===== src/rtl/pe_shift_accum.sv =====
// pe_shift_accum: bit-serial MSB-first shift-accumulate over LANES lanes; define PE_SACC_SAT_EN for saturating arithmetic with sticky ovf
module pe_shift_accum #(
    parameter int LANES   = 4,
    parameter int INWD    = 16,
    parameter int PSUMDWD = 32,
    parameter int MAXBITS = 8,
    localparam int CW     = $clog2(MAXBITS + 1)
) (
    input  logic                       clk,
    input  logic                       rst,
    input  logic                       cfg_valid,
    output logic                       cfg_ready,
    input  logic [CW-1:0]              cfg_wb,
    input  logic                       cfg_signed,
    input  logic [1:0]                 cfg_sht,
    input  logic                       in_valid,
    output logic                       in_ready,
    input  logic [LANES*INWD-1:0]      in_data,
    input  logic                       in_fstpix,
    input  logic                       in_lstpix,
    input  logic [LANES*PSUMDWD-1:0]   psum_in,
    output logic                       out_valid,
    input  logic                       out_ready,
    output logic [LANES*PSUMDWD-1:0]   out_data,
    output logic                       out_last,
    output logic                       ovf
);
    typedef enum logic {IDLE, RUN} state_t;
    localparam logic [PSUMDWD-1:0] SMAX = {1'b0, {(PSUMDWD-1){1'b1}}};
    localparam logic [PSUMDWD-1:0] SMIN = {1'b1, {(PSUMDWD-1){1'b0}}};

    // Result MSB carries the saturation flag, low bits the value.
    function automatic logic [PSUMDWD:0] shl(input logic [PSUMDWD-1:0] a, input logic [1:0] sh);
`ifdef PE_SACC_SAT_EN
        logic [PSUMDWD-1:0] t;
        t = PSUMDWD'($signed(a) >>> (PSUMDWD - 1 - (1 << sh)));
        if (t != '0 && t != '1) return {1'b1, a[PSUMDWD-1] ? SMIN : SMAX};
`endif
        return {1'b0, a << (1 << sh)};
    endfunction

    function automatic logic [PSUMDWD:0] add(input logic [PSUMDWD-1:0] a, input logic [PSUMDWD-1:0] b);
        logic [PSUMDWD-1:0] s;
        s = a + b;
`ifdef PE_SACC_SAT_EN
        if (a[PSUMDWD-1] == b[PSUMDWD-1] && s[PSUMDWD-1] != a[PSUMDWD-1])
            return {1'b1, a[PSUMDWD-1] ? SMIN : SMAX};
`endif
        return {1'b0, s};
    endfunction

    state_t                   st_q, st_d;
    logic [CW-1:0]            cnt_q, cnt_d, wb_q, wb_d;
    logic                     sgn_q, sgn_d;
    logic [1:0]               sht_q, sht_d;
    logic [PSUMDWD-1:0]       acc_q [LANES];
    logic [PSUMDWD-1:0]       acc_d [LANES];
    logic [PSUMDWD-1:0]       base_q [LANES];
    logic [PSUMDWD-1:0]       base_d [LANES];
    logic                     last_q, last_d;
    logic                     out_valid_q, out_valid_d;
    logic                     out_last_q, out_last_d;
    logic                     ovf_q, ovf_d;
    logic [LANES*PSUMDWD-1:0] out_data_q, out_data_d;
    logic                     cfg_fire, in_fire, first, lst;
    logic [PSUMDWD-1:0]       p, a, b;
    logic [PSUMDWD:0]         sr, sm, fin;

    assign cfg_ready = (cnt_q == '0) && !out_valid_q;
    assign in_ready  = (st_q == RUN) && (!out_valid_q || out_ready || cnt_q != '0)
                     && !(cnt_q == wb_q - CW'(1) && out_valid_q && !out_ready);
    assign cfg_fire  = cfg_valid && cfg_ready && cfg_wb != '0;
    assign in_fire   = in_valid && in_ready;
    assign out_valid = out_valid_q;
    assign out_data  = out_data_q;
    assign out_last  = out_last_q;
    assign ovf       = ovf_q;

    // A config loaded in the same cycle as a first plane already governs that plane.
    always_comb begin
        st_d        = cfg_fire ? RUN : st_q;
        wb_d        = cfg_fire ? cfg_wb : wb_q;
        sgn_d       = cfg_fire ? cfg_signed : sgn_q;
        sht_d       = cfg_fire ? cfg_sht : sht_q;
        cnt_d       = cnt_q;
        acc_d       = acc_q;
        base_d      = base_q;
        last_d      = last_q;
        out_valid_d = out_valid_q && !out_ready;
        out_last_d  = out_last_q;
        out_data_d  = out_data_q;
        ovf_d       = ovf_q;
        first       = cnt_q == '0;
        lst         = cnt_q == wb_d - CW'(1);
        p           = '0;
        a           = '0;
        b           = '0;
        sr          = '0;
        sm          = '0;
        fin         = '0;
        if (in_fire) begin
            for (int i = 0; i < LANES; i++) begin
                p  = PSUMDWD'($signed(in_data[i*INWD +: INWD]));
                sr = shl(acc_q[i], sht_d);
                sm = add(sr[PSUMDWD-1:0], p);
                a  = first ? (sgn_d ? -p : p) : sm[PSUMDWD-1:0];
                b  = first ? (in_fstpix ? '0 : psum_in[i*PSUMDWD +: PSUMDWD]) : base_q[i];
                fin = add(b, a);
                acc_d[i]  = a;
                base_d[i] = b;
                if (lst) out_data_d[i*PSUMDWD +: PSUMDWD] = fin[PSUMDWD-1:0];
                ovf_d = ovf_d || (!first && (sr[PSUMDWD] || sm[PSUMDWD])) || (lst && fin[PSUMDWD]);
            end
            last_d = first ? in_lstpix : last_q;
            cnt_d  = lst ? '0 : cnt_q + CW'(1);
            if (lst) begin
                out_valid_d = 1'b1;
                out_last_d  = first ? in_lstpix : last_q;
            end
        end
    end

    always_ff @(posedge clk) begin
        if (rst) begin
            st_q        <= IDLE;
            cnt_q       <= '0;
            wb_q        <= '0;
            sgn_q       <= 1'b0;
            sht_q       <= '0;
            acc_q       <= '{default: '0};
            base_q      <= '{default: '0};
            last_q      <= 1'b0;
            out_valid_q <= 1'b0;
            out_last_q  <= 1'b0;
            out_data_q  <= '0;
            ovf_q       <= 1'b0;
        end else begin
            st_q        <= st_d;
            cnt_q       <= cnt_d;
            wb_q        <= wb_d;
            sgn_q       <= sgn_d;
            sht_q       <= sht_d;
            acc_q       <= acc_d;
            base_q      <= base_d;
            last_q      <= last_d;
            out_valid_q <= out_valid_d;
            out_last_q  <= out_last_d;
            out_data_q  <= out_data_d;
            ovf_q       <= ovf_d;
        end
    end
endmodule


===== config.mk =====
export PLATFORM = sky130hd
export DESIGN_NAME = pe_shift_accum
export DESIGN_NICKNAME = d
export VERILOG_FILES = /design/src/rtl/pe_shift_accum.sv
export SDC_FILE = /design/constraint.sdc
export NUM_CORES = 2
export LEC_CHECK = 0
export CORE_UTILIZATION = 43
export CTS_CLUSTER_SIZE = 30
export DETAILED_ROUTE_END_ITERATION = 12
export PLACE_DENSITY = 0.72
export SLEW_MARGIN = 20
export SYNTH_ARGS = -nofsm -noshare
export SYNTH_HDL_FRONTEND = slang
export SYNTH_SLANG_ARGS = --single-unit

===== constraint.sdc =====
create_clock -name clk -period 28.5 [get_ports clk]
set_input_delay 7.125 -clock clk [delete_from_list [all_inputs] [get_ports clk]]
set_output_delay 7.125 -clock clk [all_outputs]
set_load 0.005 [all_outputs]

# Word level (Yosys, flattened, before mapping)
# Cells that the tools add are included.
[op_classes]
add_sub_neg = 15
multipliers = 0
shift = 5
n_lt_le_gt_ge = 0
mux = 23
bitwise_logic = 0
n_reduce_logical = 18
n_div = 0
n_eq_ne = 2
[ops]
columns = ["operator", "count"]
rows = [
  ["$mux W32", 16],
  ["$add A32 B32 Y32", 8],
  ["$neg A32 Y32", 4],
  ["$shl A32 B32 Y32", 4],
  ["$shl A1 B2 Y32 const A", 1],
  ["$logic_and A1 B1 Y1", 9],
  ["$eq A4 B4 Y1", 2],
  ["$mux W4", 2],
  ["$reduce_bool A4 Y1", 2],
  ["$sub A4 B1 Y4 const B", 2],
  ["$add A4 B1 Y4 const B", 1],
  ["$logic_not A4 Y1", 1],
  ["$mux W1", 4],
  ["$logic_not A1 Y1", 3],
  ["$logic_or A1 B1 Y1", 2],
  ["$mux W2", 1],
  ["$reduce_and A2 Y1", 1],
]
[word_totals]
latchBits = 0
mem_count = 0
regBits = 399
inputBits = 206
out_inout_bits = 133
mem_bits_ro = 0
ram_bits = 0

# Depth between registers and ports, before layout
[logic_depth]
word_depth = 10
mapped_depth = 39

# Worst setup path before layout
# No wires, ideal clock.
[synth_timing]
kind = "input port to output port"
startpoint = "input out_ready"
endpoint = "output in_ready"
required_time_ps = 21375
setup_slack_ps = 13795
arrival_time_ps = 7580
path_stages = 3
n_path_buf = 0
cell_sequence = "nand2b_1 -> o21bai_1 -> and2_1"
[synth_via]
elab_chain_len = 4
[synth_lines]
columns = ["item", "line", "source"]
rows = [
  ["from (decl)", "23", "input logic out_ready,"],
  ["$logic_or A1 B1 Y1 or $logic_not A1 Y1 (tied branches)", "70, 71", ""],
  ["$logic_or A1 B1 Y1 or $logic_and A1 B1 Y1 (tied branches)", "70, 71", ""],
  ["$logic_and A1 B1 Y1 or $logic_not A1 Y1 (tied branches)", "70, 71", ""],
  ["$logic_and A1 B1 Y1 *", "71", "&& !(cnt_q == wb_q - CW'(1) && out_valid_q && !out_ready);"],
  ["to (decl)", "17", "output logic in_ready,"],
]
# Mark *: on every way between the ends. The rest lies on a longest branch, timed or not.

# Worst setup path in the final report
# Same ends and word-level chain as after synthesis.

==> flow_summary.ini <==
[run_status]
status = finished, final reports clean

[floorplanning]
core_sq_mm = 0.0777
io_pins = 339
die_area_sq_mm = 0.0800
fp.dieH_um = 283
start_util_pct = 43.6
fp-row-count = 102
die_w_um = 283

[global_routing]
grt_pass1_vias = 31000
grt_max_degree = 148
antenna_found_initial = 7
grt_use_total_pct = 26.3
grt_overflow = 0
grt_pass1_wl_um = 170000

[clock_tree]
insertion_delay_ns = 0.60
htree_num_levels = 2
clock_sinks = 395
post_cts_buffers = 0
cts_buffers = 49
ctsRootBufferMaster = clkbuf_16
cts_tree = done
cts_resized = 0
cts_buffer_depth = 3
ctsHoldBuffers = 0
cts.reportedPaths.clkPinSlew_ns = 0.05

[synth]
synth_xor_area_share_pct = 6.76
synth_edf_count = 0
yosys_warnings = 0
syn_inst = 4553
yosys.area_share.simple_pct = 24.7
syn_area_per_cell_sq_um = 7.45
synthAdderAreaFrac_pct = 9.95
synthTopCellsByArea = dfxtp_1 (23%), nand2_1 (10%), ha_1 (9.5%), a21oi_1 (8.4%), mux4_2 (6.3%)
synth_cell_type_count = 107
synth_seq_area_share_pct = 23.3
netlist_area_sq_mm = 0.0339
synthMuxAreaShare_pct = 8.12
synth_compound_area_share_pct = 22.8
synth_flop_cell = dfxtp_1
synth.largest_area_cell = dfxtp_1
async_reset_ff_share_pct = 0
synth_seq_cells = 395
synth_top_family_by_area = simple AND/OR/NAND/NOR gates
synth_top_area_share_pct = 23.3

[worst_setup_path]
critical_path.most_common_cell = clkdlybuf4s50_1
cp-end-kind = output pin
rrSetupSlack_ns = 19.48
crit_fanout = 2
cp_slowest_cell = clkdlybuf4s50_1
cpPeakStageDelay_ns = 0.52
worstPathCellList = clkdlybuf4s50_1 > nand2b_1 > o21bai_1 > and2_1 > clkdlybuf4s50_1
cp-start-kind = primary input
worstPathRequired_ns = 21.38
crit_type = primary input to output pin
arrival_ns = 8.58

[detailed_routing]
wl_per_cell_um = 18.7
drcViolationCount = 0
firstDrtPassIters = 5
ant_nets = 0
vias = 33600
totalWireLength_um = 109000
drt_iter0_drc = 2318
via_per_inst = 5.79

[sta]
max_freq_ghz = 0.0637
fin_crit_ns = 15.71
fin_tns_setup_ns = 0
setup_violations = 0
slew_viol_final = 0
finalCritPeriodShare_pct = 55.1
relSlewSlack_pct = 28.8
finalClockSkew_ns = 0.0254
worst_pin_slew_ns = 1.06
hold_viol = 0
rsz0062_at_grt = false

[final_layout]
drive_above_1_share_pct = 6.22
fin_area_sq_mm = 0.0396
layout_commonest_cell = nand2_1
nets = 5194
most-common-layout-cells = nand2_1 (924), a21oi_1 (570), nor2_1 (400)
syn2layout_area_growth_pct = 16.8

[power]
p_leak_uw = 0.0158
power.density_mw_per_mm2 = 51.5
max-vdd-ir-drop_uv = 37.9

[job]
maxCapViolations = 0

[placement]
place_hpwl_um = 77700
placed_cell_area_sq_mm = 0.0380
io_buffers = 337
gp_congestion = 0.932

[min_path]
hold_class = flip-flop to flip-flop
-- registers in the layout (all words and copies together) (netlist names) --
| name | count |
|---|---|
| sht_q | 2 |
| wb_q | 4 |
| out_valid | 1 |
| cnt_q | 4 |
| acc_q | 124 |
| st_q | 1 |
| out_data | 128 |
| out_last | 1 |
| sgn_q | 1 |
| last_q | 1 |
| base_q | 128 |
-- worst paths after layout --
check	startpoint	end	cells past startpoint
worst min register to register	out_data[51]	out_data[51]	2
worst max register to register	cnt_q[0]	out_data[93]	34
worst min-delay path	out_data[51]	out_data[51]	2
worst max-delay path	out_ready	in_ready	5
-- logic make-up (layout without fill, tap and decap cells) --
group,after synthesis,in the layout
compound gates,1247,1247
simple gates,1848,1848
buf+inv,380,582
fa+ha+maj,265,265
mux,156,156
other cells,1,9
flops,395,395
xor+xnor,261,261
-- power by group --
group | internal [uW] | switching (uW)
Sequential | 574 | 22.8
Clock | 383 | 261
Combinational | 330 | 470
-- cells in the mapped netlist, types with 9 or more instances --
| cell | instances |
|---|---|
| a31oi_1 | 42 |
| nor3_1 | 83 |
| a211oi_1 | 72 |
| xor2_1 | 79 |
| o211ai_1 | 34 |
| and3_1 | 22 |
| nor2b_1 | 31 |
| and2_1 | 21 |
| or3_1 | 34 |
| clkbuf_1 | 206 |
| xnor2_1 | 181 |
| mux2i_1 | 58 |
| a21oi_1 | 570 |
| nor4_1 | 16 |
| inv_1 | 120 |
| o21a_1 | 43 |
| nand2b_1 | 29 |
| buf_2 | 9 |
| o21bai_1 | 32 |
| dfxtp_1 | 395 |
| nand3b_1 | 106 |
| buf_1 | 38 |
| mux4_2 | 95 |
| a21boi_0 | 15 |
| a21o_1 | 97 |
| o21ai_0 | 182 |
| nand2_1 | 926 |
| nor3b_1 | 28 |
| nand3_1 | 74 |
| ha_1 | 257 |
| a311oi_1 | 9 |
| nand4_1 | 21 |
| o31ai_1 | 25 |
| nor2_1 | 401 |
-- metal layers --
metal	track usage (%)	up-vias	wire length (um)	share of wire, %
li1	-	16500	-	-
met1	35.2	15900	48700	45
met2	43.8	1011	50300	46
met3	3.96	163	6890	6.3
met4	7.48	10	2690	2.5
met5	0	-	62	0.057
-- cell type report --
type                       count  area (sq um)
sequential                   395          7910
clock buffer                  74          1470
multi-input combinational   3782         24600
timing repair buffer         374          3700
tap                         1040          1300
clock inverter                13           165
fill                        7438         38100
antenna                        4          10.0
inverter                     121           454
-- critical path: cells and delay by family --
family,cells,cell delay (ns)
buf+inv,2,0.98
simple gates,2,0.34
compound gates,1,0.14
-- metrics by stage --
stage	setup WS, ns	cells	hold slack (ns)	power (uW)	utilization [%]
3_3_place_gp	12.85	5712	0.439	1390	48.9
2_1_floorplan	13.79	4557	0.433	1190	-
5_1_grt	12.70	5799	0.467	2160	51.0
3_5_place_dp	12.80	5712	0.443	1400	48.9
6_report	12.79	5803	0.449	2040	51.0
4_1_cts	12.79	5799	0.453	2050	51.0
Power figures use the tool's default switching activity.
